$ cat src/rtl/match_event_recorder_pkg.sv
// Shared definitions for the pattern-detector slice.
//   IDX_W_DEF / CNT_W_DEF : default widths of bit index and event counters.
//   sat_inc               : saturating increment of a value of width w (w <= 32).
package match_event_recorder_pkg;

  localparam int unsigned IDX_W_DEF = 16;
  localparam int unsigned CNT_W_DEF = 16;

  // Counter values are passed zero-extended to 32 bits; the result never
  // exceeds the all-ones value of width w, so callers can truncate safely.
  function automatic logic [31:0] sat_inc(input logic [31:0] v, input int unsigned w);
    logic [31:0] max_v;
    max_v = (w >= 32) ? '1 : ((32'd1 << w) - 32'd1);
    return (v >= max_v) ? max_v : v + 32'd1;
  endfunction

endpackage

$ cat src/rtl/match_event_recorder_if.sv
// Event drain channel (valid/ready) from the recorder to a host or logger.
//   ev_valid : head entry valid          (master -> slave)
//   ev_idx   : bit position of the head  (master -> slave)
//   ev_ready : consumer accepts the head (slave -> master)
interface match_event_recorder_if
  import match_event_recorder_pkg::*;
#(
  parameter int unsigned IDX_W = IDX_W_DEF
);
  logic             ev_valid;
  logic             ev_ready;
  logic [IDX_W-1:0] ev_idx;

  modport master (output ev_valid, output ev_idx, input ev_ready);
  modport slave  (input ev_valid, input ev_idx, output ev_ready);
endinterface

$ cat src/rtl/match_event_recorder_fifo.sv
// sync_fwft_fifo: synchronous first-word-fall-through FIFO.
//   clk, rst : clock, synchronous active-high reset
//   push_i   : write din_i (ignored when full unless popping in the same cycle)
//   din_i    : write data
//   pop_i    : discard head (ignored when empty)
//   dout_o   : head entry, zero while empty
//   full_o   : DEPTH entries held
//   empty_o  : no entries held
//   level_o  : occupancy, 0..DEPTH
// DEPTH must be a power of two, at least 2.
module sync_fwft_fifo #(
  parameter int unsigned WIDTH = 16,
  parameter int unsigned DEPTH = 8
) (
  input  logic                     clk,
  input  logic                     rst,
  input  logic                     push_i,
  input  logic [WIDTH-1:0]         din_i,
  input  logic                     pop_i,
  output logic [WIDTH-1:0]         dout_o,
  output logic                     full_o,
  output logic                     empty_o,
  output logic [$clog2(DEPTH):0]   level_o
);

  localparam int unsigned AW = $clog2(DEPTH);
  localparam logic [AW:0] PTR_ONE = (AW+1)'(1);

  logic [WIDTH-1:0] mem_q [DEPTH];
  logic [AW:0]      wr_q, wr_d;
  logic [AW:0]      rd_q, rd_d;
  logic             do_push, do_pop;

  // Pointers carry one extra lap bit: equal low bits with differing lap bits
  // means full, fully equal means empty.
  assign empty_o = (wr_q == rd_q);
  assign full_o  = (wr_q[AW] != rd_q[AW]) && (wr_q[AW-1:0] == rd_q[AW-1:0]);
  assign level_o = wr_q - rd_q;

  assign do_pop  = pop_i && !empty_o;
  assign do_push = push_i && (!full_o || do_pop);

  // Gate the head so stale storage never leaks out while empty.
  assign dout_o = empty_o ? '0 : mem_q[rd_q[AW-1:0]];

  always_comb begin
    wr_d = wr_q;
    rd_d = rd_q;
    if (do_push) wr_d = wr_q + PTR_ONE;
    if (do_pop)  rd_d = rd_q + PTR_ONE;
  end

  always_ff @(posedge clk) begin
    if (rst) begin
      wr_q <= '0;
      rd_q <= '0;
    end else begin
      wr_q <= wr_d;
      rd_q <= rd_d;
    end
  end

  // Storage needs no reset; contents are only visible through the pointers.
  always_ff @(posedge clk) begin
    if (do_push) mem_q[wr_q[AW-1:0]] <= din_i;
  end

endmodule

$ cat src/rtl/match_event_recorder.sv
// match_event_recorder: timestamps detector match pulses with a free-running
// bit-position counter, buffers them in a FWFT FIFO and drains them over a
// valid/ready channel. Keeps saturating total/drop counters and a sticky
// overflow flag.
//   clk, rst  : clock, synchronous active-high reset
//   bit_en    : detector consumed a serial bit this cycle (advances bit_pos)
//   match     : registered match pulse from the detector
//   ev_if     : event drain channel (ev_valid, ev_idx out; ev_ready in)
//   level     : FIFO occupancy
//   overflow  : sticky, at least one match dropped since the last clear
//   clr_ovf   : clears overflow and drop_cnt (a same-cycle drop wins)
//   total_cnt : all matches seen, saturating
//   drop_cnt  : matches lost to a full FIFO, saturating
module match_event_recorder
  import match_event_recorder_pkg::*;
#(
  parameter int unsigned DEPTH = 8,
  parameter int unsigned IDX_W = IDX_W_DEF,
  parameter int unsigned CNT_W = CNT_W_DEF
) (
  input  logic                     clk,
  input  logic                     rst,
  input  logic                     bit_en,
  input  logic                     match,
  match_event_recorder_if.master   ev_if,
  output logic [$clog2(DEPTH):0]   level,
  output logic                     overflow,
  input  logic                     clr_ovf,
  output logic [CNT_W-1:0]         total_cnt,
  output logic [CNT_W-1:0]         drop_cnt
);

  logic [IDX_W-1:0] bit_pos_q, bit_pos_d;
  logic [CNT_W-1:0] total_q, total_d;
  logic [CNT_W-1:0] drop_q, drop_d;
  logic             ovf_q, ovf_d;

  logic             fifo_full, fifo_empty;
  logic [IDX_W-1:0] fifo_dout;
  logic             pop, push, drop;

  // Full-with-pop frees the slot in the same cycle, so only a full FIFO
  // without a pop loses the event.
  assign pop  = !fifo_empty && ev_if.ev_ready;
  assign push = match && (!fifo_full || pop);
  assign drop = match && fifo_full && !pop;

  sync_fwft_fifo #(
    .WIDTH (IDX_W),
    .DEPTH (DEPTH)
  ) u_fifo (
    .clk     (clk),
    .rst     (rst),
    .push_i  (push),
    .din_i   (bit_pos_q),
    .pop_i   (pop),
    .dout_o  (fifo_dout),
    .full_o  (fifo_full),
    .empty_o (fifo_empty),
    .level_o (level)
  );

  assign ev_if.ev_valid = !fifo_empty;
  assign ev_if.ev_idx   = fifo_dout;
  assign overflow       = ovf_q;
  assign total_cnt      = total_q;
  assign drop_cnt       = drop_q;

  always_comb begin
    bit_pos_d = bit_pos_q;
    total_d   = total_q;
    drop_d    = drop_q;
    ovf_d     = ovf_q;

    if (bit_en) bit_pos_d = bit_pos_q + IDX_W'(1);
    if (match)  total_d   = CNT_W'(sat_inc(32'(total_q), CNT_W));

    // A drop in the clearing cycle counts against the freshly cleared value.
    if (drop) begin
      ovf_d  = 1'b1;
      drop_d = clr_ovf ? CNT_W'(1) : CNT_W'(sat_inc(32'(drop_q), CNT_W));
    end else if (clr_ovf) begin
      ovf_d  = 1'b0;
      drop_d = '0;
    end
  end

  always_ff @(posedge clk) begin
    if (rst) begin
      bit_pos_q <= '0;
      total_q   <= '0;
      drop_q    <= '0;
      ovf_q     <= 1'b0;
    end else begin
      bit_pos_q <= bit_pos_d;
      total_q   <= total_d;
      drop_q    <= drop_d;
      ovf_q     <= ovf_d;
    end
  end

endmodule
$ cat src/flat_wrapper.sv
// flat-port wrapper written by rule: the top's interface ports become plain ports
module match_event_recorder_flat import match_event_recorder_pkg::*;
#(
  parameter int unsigned DEPTH = 8,
  parameter int unsigned IDX_W = IDX_W_DEF,
  parameter int unsigned CNT_W = CNT_W_DEF
)
  (clk, rst, bit_en, match, level, overflow, clr_ovf, total_cnt, drop_cnt, ev_if_ev_valid, ev_if_ev_idx, ev_if_ev_ready);
  match_event_recorder_if #(.IDX_W(IDX_W)) ev_if_i ();
  input  logic clk;
  input  logic rst;
  input  logic bit_en;
  input  logic match;
  output logic [$clog2(DEPTH):0] level;
  output logic overflow;
  input  logic clr_ovf;
  output logic [CNT_W-1:0] total_cnt;
  output logic [CNT_W-1:0] drop_cnt;
  output wire logic [$bits(ev_if_i.ev_valid)-1:0] ev_if_ev_valid;
  output wire logic [$bits(ev_if_i.ev_idx)-1:0] ev_if_ev_idx;
  input wire logic [$bits(ev_if_i.ev_ready)-1:0] ev_if_ev_ready;
  assign ev_if_ev_valid = ev_if_i.ev_valid;
  assign ev_if_ev_idx = ev_if_i.ev_idx;
  assign ev_if_i.ev_ready = ev_if_ev_ready;
  match_event_recorder #(.DEPTH(DEPTH), .IDX_W(IDX_W), .CNT_W(CNT_W)) u_core (.clk(clk), .rst(rst), .bit_en(bit_en), .match(match), .ev_if(ev_if_i), .level(level), .overflow(overflow), .clr_ovf(clr_ovf), .total_cnt(total_cnt), .drop_cnt(drop_cnt));
endmodule
$ cat config.mk
export PLATFORM = sky130hd
export DESIGN_NAME = match_event_recorder_flat
export DESIGN_NICKNAME = d
export VERILOG_FILES = /design/src/rtl/match_event_recorder_pkg.sv /design/src/rtl/match_event_recorder_if.sv /design/src/rtl/match_event_recorder_fifo.sv /design/src/rtl/match_event_recorder.sv /design/src/flat_wrapper.sv
export SDC_FILE = /design/constraint.sdc
export NUM_CORES = 1
export LEC_CHECK = 0
export BUFFER_PORTS_ARGS = -buffer_cell sky130_fd_sc_hd__buf_2
export CORE_MARGIN = 2
export CORE_UTILIZATION = 50
export CTS_CLUSTER_DIAMETER = 120
export DETAILED_ROUTE_END_ITERATION = 7
export PLACE_DENSITY = 0.76
export SLEW_MARGIN = 10
export SYNTH_ARGS = -nofsm -noshare
export SYNTH_HDL_FRONTEND = slang
export SYNTH_SLANG_ARGS = --single-unit
$ cat constraint.sdc
create_clock -name clk -period 5.1 [get_ports clk]
set_clock_uncertainty 0.15 [all_clocks]
set_input_delay 1.02 -clock clk [delete_from_list [all_inputs] [get_ports clk]]
set_output_delay 1.02 -clock clk [all_outputs]
set_load 0.05 [all_outputs]
==> results.sh, run 1 <==
export IMPL_peakVddDrop_mv=0.284
export IMPL_drv_slew=0
export IMPL_slowest_delay_ns=0.92
export IMPL_p_leak_uw=0.00313
export IMPL_fmax_mhz=263
export IMPL_synth_ff_type="edfxtp_1"
export IMPL_fillCellCount=1127
export IMPL_root_buffer="clkbuf_16"
export IMPL_cts_num_sinks=188
export IMPL_drc=0
export IMPL_p_per_area_mw_per_mm2=397
export IMPL_portBuffers=59
export IMPL_yosysWarnings=0
export IMPL_pre_cts_slack_ns=1.66
export IMPL_worstSetupPathType="reg -> out"
export IMPL_place_congestion=0.815
export IMPL_setup_viol=0
export IMPL_fin_ws_ns=1.30
export IMPL_start_util=0.507
export IMPL_die_w_um=127
export IMPL_hold_path_startpoint="u_core.overflow"
export IMPL_finalCriticalPeriod_ns=3.80
export IMPL_worstMarginPinSlew_ns=1.10
export IMPL_synth_seq_cells=188
export IMPL_numCtsBuffers=17
export IMPL_via_count=4562
export IMPL_grt_first_pass_wirelength_mm=23.1
export IMPL_syn_area_sq_mm=0.00762
export IMPL_netlist_instances=527
export IMPL_grt_pass1_vias=4447
export IMPL_dr_pass1_iters=4
export IMPL_nets=610
export IMPL_tns_ns=0
export IMPL_synth_async_reset_ratio=0
export IMPL_multi_input_area_sq_mm=0.00244
export IMPL_cpMaxStageDelayCell="dfxtp_2"
export IMPL_maxCapViolations=0
export IMPL_cts_tree="yes"
export IMPL_final_common_cell="edfxtp_1"
export IMPL_synth_edff_count=128
export IMPL_die_h_um=127
export IMPL_io_pins=60
export IMPL_drive_above_1_share=0.234
export IMPL_hold_class="reg -> reg"
export IMPL_htreeDepth=4
export IMPL_slew_headroom=0.267
export IMPL_num_rows=45
export IMPL_die_area_sq_mm=0.0163
export IMPL_clkTransAtPathRegs_ns=0.07
export IMPL_drt_iter0_markers=290
export IMPL_dpl_cell_area_sq_mm=0.00814
export IMPL_hpwlAfterDp_mm=8.91
export IMPL_post_cts_buffers=0
export IMPL_critPathArrivalTime_ns=2.63
export IMPL_outcome="finished clean"
export IMPL_syn_nets=542
export IMPL_ctsResizeCount=0
export IMPL_clkLatencyLatePin_ns=0.42
export IMPL_clockBufferDepth=2
export IMPL_rsz0062_at_grt="no"
export IMPL_crit_fanout=24
export IMPL_required_ns=3.93
export IMPL_vias_per_cell=5.73
export IMPL_min_period_over_period=0.745
export IMPL_end_kind="output port"
export IMPL_hold_buffers=0
export IMPL_grt_usage=0.187
export IMPL_core_area_sq_mm=0.0150
export IMPL_gr_total_overflow=0
export IMPL_synth_distinct_cells=45
export IMPL_wire_per_inst_um=18.2
export IMPL_seq_area_sq_mm=0.00505
export IMPL_antenna_found_initial=0
export IMPL_area_growth_pct=14.9
export IMPL_path_delay_family="flip-flops"
export IMPL_path_cells="buf_4 -> mux4_2 -> mux2i_1 -> nor2_1 -> buf_2"
export IMPL_syn_avg_cell_area_sq_um=14.5
export IMPL_diodes=0
export IMPL_detail_route_antenna_nets=0
export IMPL_fin_area_sq_mm=0.00876
export IMPL_r2r_start="u_core.u_fifo.wr_q[2]"
export IMPL_grt_max_degree=46
export IMPL_finalHoldViolations=0
export IMPL_drt_total_wl_mm=14.5
export IMPL_critical_path_buf_inv_count=2
export IMPL_final_cell_mix="edfxtp_1 (128), nor2_1 (61), dfxtp_1 (59), buf_2 (59), mux4_2 (32)"
export IMPL_ys_seq_area_frac=0.662
export IMPL_crit_path_start_kind="register"
==> cell usage after synthesis (3+ instances only) <==
| cell | count | area, sq um |
|---|---|---|
| nand2b_1 | 3 | 18.8 |
| xnor2_1 | 12 | 105 |
| nand4_1 | 7 | 43.8 |
| nand2_1 | 24 | 90.1 |
| a311oi_1 | 6 | 52.6 |
| a41oi_1 | 3 | 26.3 |
| ha_1 | 8 | 100 |
| nand3_1 | 17 | 85.1 |
| mux2i_1 | 20 | 200 |
| inv_1 | 12 | 45.0 |
| and3_1 | 14 | 87.6 |
| dfxtp_1 | 60 | 1200 |
| buf_2 | 5 | 25.0 |
| xor2_1 | 18 | 158 |
| nor3_1 | 11 | 55.1 |
| nor2_1 | 61 | 229 |
| a31oi_1 | 8 | 50.1 |
| mux4_2 | 32 | 721 |
| clkbuf_1 | 11 | 41.3 |
| edfxtp_1 | 128 | 3840 |
| o21ai_0 | 11 | 55.1 |
| a21oi_1 | 24 | 120 |
| or3_1 | 3 | 18.8 |
==> area by class of cell <==
cell class | instances | share of cell area
inverter | 13 | 0.00557
timing repair buffer | 70 | 0.0432
clock inverter | 14 | 0.0209
tap | 188 | 0.0269
clock buffer | 18 | 0.0490
sequential | 188 | 0.576
multi-input combinational | 305 | 0.278
==> final timing paths <==
kind                                                    to  slack [ns]  cells after the start
worst max-delay path                      ev_if_ev_idx[10]        1.30                      5
worst min-delay path                       u_core.overflow        0.33                      2
worst max register to register  u_core.u_fifo.mem_q[1][11]        2.51                      6
worst min register to register             u_core.overflow        0.33                      2
==> where the power goes <==
part,switching [uW],internal (uW),leakage [uW],total [uW]
combinational,287,144,0.00111,431
sequential,47.4,1640,0.00172,1690
clock,572,784,0.000294,1360
total,907,2570,0.00313,3480
==> tightest hold or removal path, cell delays in order (launching register included) <==
cell and delay, ns:
dfxtp_1 0.31, nand2b_1 0.06, a21oi_1 0.06
==> state kept, by name, indices dropped and copies added, names as in the netlist, named ones only <==
signal and flops:
u_core.u_fifo.rd_q 4, u_core.bit_pos_q 16, u_core.u_fifo.mem_q 128, u_core.drop_cnt 16, u_core.u_fifo.wr_q 4, u_core.overflow 1, u_core.total_cnt 16
==> per-stage QoR <==
stage                util  hold slack, ns  total power (uW)  std cells
floorplan               -           0.320              2050        527
global placement    0.542           0.310              2150        764
detailed placement  0.542           0.317              2160        764
CTS                 0.582           0.330              3500        796
global route        0.582           0.364              3610        796
finish              0.582           0.329              3480        796
==> kinds of logic (layout without fill, tap and decap cells) <==
group                      Yosys count  in the layout  share of synthesized area
AOI/OAI and AO/OA                   60             60                     0.0484
xor gates and xnor gates            30             30                     0.0345
adders and majority gates            9              9                     0.0158
buffers and inverters               34            115                     0.0200
DFF                                188            188                      0.662
muxes                               52             52                      0.121
and+or+nand+nor                    154            154                     0.0988
==> per-layer routing <==
metal  part of all wire  vias up  global-route usage
met2               0.51      118               0.316
met1               0.43     2285               0.238
li1                   -     2142                   -
met3              0.048       17              0.0436
met5                  0        -                   0
met4              0.015        0              0.0640
Power figures use the tool's default switching activity.
==> inputs of run 2 (changes only) <==
--- a/config.mk
+++ b/config.mk
@@ -5,6 +5,7 @@
 export SDC_FILE = /design/constraint.sdc
 export NUM_CORES = 1
 export LEC_CHECK = 0
+export ABC_AREA = 1
 export BUFFER_PORTS_ARGS = -buffer_cell sky130_fd_sc_hd__buf_2
 export CORE_MARGIN = 2
 export CORE_UTILIZATION = 50
==> constraint.sdc (replaced) <==
create_clock -name clk -period 3.9 [get_ports clk]
set_clock_uncertainty 0.15 [all_clocks]
set_input_delay 0.78 -clock clk [delete_from_list [all_inputs] [get_ports clk]]
set_output_delay 0.78 -clock clk [all_outputs]
set_load 0.05 [all_outputs]
==> run 2 against run 1 <==
Net effect: die area grew 7.0%; worst hold slack gained 0.0091 ns; combinational power grew 94%; setup slack lost 1.0 ns; global-route usage grew 2.3 points; final cell count grew 43%; via count grew 35%; count of clock-buffer cells in the layout grew 1; clock power grew 21%; highest routed layer unchanged; final area grew 5.9%; sequential share of layout area shrank 3.2 points; routed wire length grew 23%.
==> results.sh, run 2 <==
export IMPL_htreeDepth=4
export IMPL_reg2regPathDepth=9
export IMPL_crit_fanout=18
export IMPL_via_count=6139
export IMPL_synth_top_area_frac=0.470
export IMPL_ys_seq_area_frac=0.617
export IMPL_hpwlAfterDp_mm=11.1
export IMPL_synth_commonest_cells="nor2_1 (183), edfxtp_1 (128), nand2_1 (116)"
export IMPL_synth_distinct_cells=35
export IMPL_tns_ns=0
export IMPL_synth_most_common_cell="nor2_1"
export IMPL_synthAdderAreaFrac=0.0147
export IMPL_wire_per_inst_um=15.7
export IMPL_maxCapViolations=0
export IMPL_grt_usage=0.210
export IMPL_p_switching_uw=1380
export IMPL_cts_num_sinks=188
export IMPL_root_buffer="clkbuf_16"
export IMPL_start_util=0.513
export IMPL_synth_area_leaders="edfxtp_1 (47%), dfxtp_1 (15%), nor2_1 (8.4%)"
export IMPL_die_w_um=132
export IMPL_p_leak_uw=0.00351
export IMPL_vias_per_cell=5.39
export IMPL_min_period_over_period=0.925
export IMPL_slew_headroom=0.535
export IMPL_final_common_cell="nor2_1"
export IMPL_p_per_area_mw_per_mm2=504
export IMPL_outcome="finished clean"
export IMPL_place_congestion=0.811
export IMPL_die_area_sq_mm=0.0174
export IMPL_final_cell_mix="nor2_1 (183), edfxtp_1 (128), nand2_1 (116), o21ai_0 (99), inv_1 (62)"
export IMPL_drv_slew=0
export IMPL_clockPowerShare=0.351
export IMPL_crit_path_start_kind="register"
export IMPL_finalHoldViolations=0
export IMPL_clockBufferDepth=2
export IMPL_nets=927
export IMPL_worstSetupPathType="reg -> out"
export IMPL_post_cts_buffers=0
export IMPL_portBuffers=59
export IMPL_detail_route_antenna_nets=0
export IMPL_fmax_mhz=277
export IMPL_drc=0
export IMPL_syn_nets=871
export IMPL_postLayoutCoreUtil=0.582
export IMPL_ctsResizeCount=0
export IMPL_r2r_start="u_core.u_fifo.wr_q[0]"
export IMPL_pwr_share_seq=0.470
export IMPL_antenna_found_initial=1
export IMPL_grt_pass1_vias=5618
export IMPL_netlist_instances=856
export IMPL_fin_ws_ns=0.293
export IMPL_p_comb_frac=0.179
export IMPL_dr_pass1_iters=5
export IMPL_fin_cells=1140
export IMPL_switching_share=0.294
export IMPL_dp_cells=1109
export IMPL_required_ns=2.97
export IMPL_yosysWarnings=0
export IMPL_largest_register_ffs=128
export IMPL_synth_top_family_by_area="simple AND/OR/NAND/NOR gates"
export IMPL_setup_viol=0
export IMPL_grt_first_pass_wirelength_mm=28.9
export IMPL_gr_total_overflow=0
export IMPL_syn_avg_cell_area_sq_um=9.55
export IMPL_synth_simple_gate_area_frac=0.188
export IMPL_synth_seq_cells=188
export IMPL_area_growth_pct=13.4
export IMPL_hold_depth=2
export IMPL_diodes=0
export IMPL_muxShareOfSynthArea=0
export IMPL_holdPathEnd="u_core.overflow"
export IMPL_cts_tree="yes"
export IMPL_die_h_um=132
export IMPL_syn_area_sq_mm=0.00818
export IMPL_r2r_setup_slack_ns=1.26
export IMPL_drt_total_wl_mm=17.9
export IMPL_grt_max_degree=56
export IMPL_whs_ns=0.338
export IMPL_pre_cts_slack_ns=0.770
export IMPL_critPathArrivalTime_ns=2.68
export IMPL_numCtsBuffers=17
export IMPL_fillCellCount=1357
export IMPL_worstMarginPinSlew_ns=0.696
export IMPL_drt_iter0_markers=471
export IMPL_synth_async_reset_ratio=0
export IMPL_synth_edff_count=128
export IMPL_clkLatencyLatePin_ns=0.42
export IMPL_yosysTopAreaCell="edfxtp_1"
export IMPL_end_kind="output port"
export IMPL_synth_compound_area_share=0.114
export IMPL_synth_xor_area_share=0.0191
export IMPL_io_pins=60
export IMPL_synth_ff_type="edfxtp_1"
export IMPL_drive_above_1_share=0.122
export IMPL_hold_buffers=0
export IMPL_num_rows=46
export IMPL_rsz0062_at_grt="no"
export IMPL_finalCriticalPeriod_ns=3.61
export IMPL_p_int_uw=3300
export IMPL_peakVddDrop_mv=0.363
export IMPL_hold_path_startpoint="u_core.overflow"
export IMPL_clkTransAtPathRegs_ns=0.07
export IMPL_core_area_sq_mm=0.0159
export IMPL_hold_class="reg -> reg"
## run 2: critical path: stages (launching register included)
cell and delay [ns]:
dfxtp_1 0.37, inv_1 0.08, ha_1 0.33, inv_1 0.11, nor3_2 0.07, nand2_1 0.51
o21ai_0 0.22, nor2_1 0.25, buf_2 0.31
## run 2: area by class of cell
type,instances,area (sq um),area share
multi-input cells,569,2750,0.296
repair buffers,73,413,0.0445
flip-flops and latches,188,5050,0.544
clock buffers,19,433,0.0467
well taps,216,270,0.0291
inverters,63,236,0.0255
clock inverters,12,124,0.0134
## run 2: how the worst max path moves through the flow
| stage | start | endpoint | slack, ns | cells past startpoint |
|---|---|---|---|---|
| detailed placement | u_core.u_fifo.wr_q[0] | ev_if_ev_idx[2] | 0.77 | 8 |
| floorplan | u_core.u_fifo.wr_q[0] | ev_if_ev_idx[10] | 0.46 | 8 |
| CTS | u_core.u_fifo.wr_q[0] | ev_if_ev_idx[10] | 0.30 | 8 |
| finish | u_core.u_fifo.rd_q[2] | ev_if_ev_idx[10] | 0.29 | 8 |
| global route | u_core.u_fifo.wr_q[0] | ev_if_ev_idx[6] | 0.06 | 8 |
| global placement | u_core.u_fifo.wr_q[0] | ev_if_ev_idx[2] | 0.81 | 8 |
## run 2: layer usage
| layer | GRT usage | wire length [um] |
|---|---|---|
| met1 | 0.290 | 8000 |
| met2 | 0.335 | 8420 |
| met3 | 0.0419 | 1250 |
| met4 | 0.0652 | 196 |
| met5 | 0 | 0 |
## run 2: logic make-up after synthesis
kind of cell    after synthesis
fa+ha+maj                     9
simple gates                372
compound gates              171
flops                       188
xor+xnor                     17
buf+inv                      99
## run 2: power groups by stage
| stage | combinational [uW] | sequential (uW) | clock [uW] |
|---|---|---|---|
| floorplan | 638 | 2220 | 0 |
| global placement | 825 | 2240 | 0 |
| detailed placement | 832 | 2240 | 0 |
| CTS | 838 | 2200 | 1660 |
| global route | 907 | 2200 | 1750 |
| finish | 838 | 2200 | 1640 |
## run 2: stage by stage
step | power, uW | area (sq um)
2_1_floorplan | 2860 | 8180
4_1_cts | 4700 | 9270
5_1_grt | 4850 | 9270
3_3_place_gp | 3060 | 8710
3_5_place_dp | 3070 | 8710
6_report | 4670 | 9270
==> inputs of run 3 (changes only) <==
==> constraint.sdc (replaced) <==
create_clock -name clk -period 3.9 [get_ports clk]
set_clock_uncertainty 0.15 [all_clocks]
set_input_delay 0.195 -clock clk [delete_from_list [all_inputs] [get_ports clk]]
set_output_delay 0.195 -clock clk [all_outputs]
set_load 0.05 [all_outputs]
==> run 3 against run 2 <==
Net effect: first-iteration DRC count is 3.0% lower; global-route usage is 0.28 points higher; worst hold slack worse by 0.17 ns; largest power group unchanged; clock power hardly changed; utilization hardly changed; combinational power is 1% lower; setup slack better by 0.64 ns; critical endpoint is now ev_if_ev_idx[0]; sequential power hardly changed; count of clock-buffer cells in the layout is 2 lower.
==> results.sh, run 3 (same netlist as run 2, synthesis figures left out) <==
export IMPL_outcome="finished clean"
export IMPL_num_rows=46
export IMPL_tns_ns=0
export IMPL_diodes=0
export IMPL_slowest_delay_ns=0.49
export IMPL_path_cells="inv_1 -> ha_1 -> inv_1 -> nor3_2 -> nand2_1 -> o21ai_0 -> nor2_1 -> buf_2"
export IMPL_hold_depth=2
export IMPL_post_cts_buffers=0
export IMPL_drt_total_wl_mm=17.8
export IMPL_maxCapViolations=0
export IMPL_min_period_over_period=0.760
export IMPL_hold_buffers=4
export IMPL_hold_path_startpoint="rst"
export IMPL_hpwlAfterDp_mm=10.9
export IMPL_wire_per_inst_um=15.6
export IMPL_grt_first_pass_wirelength_mm=29.0
export IMPL_worstSetupPathType="reg -> out"
export IMPL_root_buffer="clkbuf_16"
export IMPL_drv_slew=0
export IMPL_end_kind="output port"
export IMPL_slew_headroom=0.374
export IMPL_p_leak_uw=0.00352
export IMPL_grt_pass1_vias=5884
export IMPL_worstMarginPinSlew_ns=0.939
export IMPL_setup_viol=0
export IMPL_gr_total_overflow=0
export IMPL_grt_max_degree=65
export IMPL_antenna_found_initial=0
export IMPL_drive_above_1_share=0.121
export IMPL_holdPathEnd="u_core.total_cnt[14]"
export IMPL_cts_num_sinks=188
export IMPL_start_util=0.513
export IMPL_required_ns=3.56
export IMPL_cts_tree="yes"
export IMPL_fmax_mhz=337
export IMPL_htreeDepth=4
export IMPL_p_per_area_mw_per_mm2=503
export IMPL_rsz0062_at_grt="no"
export IMPL_finalCriticalPeriod_ns=2.97
export IMPL_peakVddDrop_mv=0.422
export IMPL_die_w_um=132
export IMPL_dr_pass1_iters=5
export IMPL_cpMostUsedCell="inv_1"
export IMPL_hold_class="in -> reg"
export IMPL_reg2regPathDepth=9
export IMPL_crit_path_start_kind="register"
export IMPL_critPathArrivalTime_ns=2.62
export IMPL_portBuffers=59
export IMPL_area_growth_pct=13.4
export IMPL_die_area_sq_mm=0.0174
export IMPL_crit_fanout=18
export IMPL_final_common_cell="nor2_1"
export IMPL_place_congestion=0.851
export IMPL_clockBufferDepth=2
export IMPL_drt_iter0_markers=457
export IMPL_io_pins=60
export IMPL_r2r_setup_slack_ns=1.32
export IMPL_via_count=6251
export IMPL_drc=0
export IMPL_r2r_start="u_core.u_fifo.wr_q[0]"
export IMPL_core_area_sq_mm=0.0159
export IMPL_whs_ns=0.170
export IMPL_ctsResizeCount=0
export IMPL_die_h_um=132
export IMPL_clkLatencyLatePin_ns=0.43
export IMPL_vias_per_cell=5.47
export IMPL_nets=928
export IMPL_fin_ws_ns=0.934
export IMPL_grt_usage=0.212
export IMPL_clkTransAtPathRegs_ns=0.07
export IMPL_final_cell_mix="nor2_1 (183), edfxtp_1 (128), nand2_1 (116), o21ai_0 (99), inv_1 (62)"
export IMPL_largest_register_ffs=128
export IMPL_detail_route_antenna_nets=0
export IMPL_cpMaxStageDelayCell="nand2_1"
export IMPL_total_power_uw=4660
export IMPL_finalHoldViolations=0
export IMPL_numCtsBuffers=17
export IMPL_pre_cts_slack_ns=1.35
==> run 3: cell types whose count changed in the layout (fill, tap and decap cells not counted), moves of 2 or more <==
cell           before  now
buf_4              13   11
bufinv_16           2    0
clkbuf_1            2    0
clkinv_2            4    1
dlygate4sd3_1       0    4
inv_6               1    3
inv_8               0    5
==> run 3: final cells by class <==
class / instances / area (sq um)
tap: 216 / 270
clock buffer: 17 / 425
clock inverter: 15 / 128
inverter: 63 / 236
multi-input combinational: 569 / 2750
sequential: 188 / 5050
fill: 1353 / 6670
timing repair buffer: 74 / 418
==> run 3: how the worst max path moves through the flow <==
stage	start	endpoint	slack, ns
5_1_grt	u_core.u_fifo.rd_q[1]	ev_if_ev_idx[9]	0.67
2_1_floorplan	u_core.u_fifo.wr_q[0]	u_core.u_fifo.mem_q[6][0]	0.60
3_3_place_gp	u_core.u_fifo.wr_q[0]	register	1.42
4_1_cts	u_core.u_fifo.wr_q[0]	ev_if_ev_idx[15]	0.94
3_5_place_dp	u_core.u_fifo.rd_q[1]	register	1.35
6_report	u_core.u_fifo.rd_q[2]	ev_if_ev_idx[0]	0.93
==> run 3: per-stage QoR <==
stage / std cells / instance area, sq um / utilization
floorplan: 856 / 8180 / -
global route: 1142 / 9270 / 0.582
CTS: 1142 / 9270 / 0.582
finish: 1142 / 9270 / 0.582
global placement: 1106 / 8680 / 0.544
detailed placement: 1106 / 8680 / 0.544
==> run 3: metal layers <==
layer / global-route usage / up-vias / routed length, um
met5: 0 / - / 0
met4: 0.0833 / 0 / 353
met3: 0.0500 / 32 / 1190
met2: 0.336 / 213 / 8250
met1: 0.285 / 2965 / 7990
li1: - / 3041 / -
==> run 3: critical path: cells and delay by family (launching register included) <==
kind                     cells  cell delay, ns
AO/OA/AOI/OAI                1            0.19
adder cells (fa/ha/maj)      1            0.32
AND/OR/NAND/NOR              3            0.82
buffers and inverters        3            0.48
flip-flops                   1            0.36
==> run 3: report_power, final <==
| part | switching (uW) | internal, uW |
|---|---|---|
| logic | 625 | 204 |
| clock network | 787 | 838 |
| registers | 55.8 | 2150 |
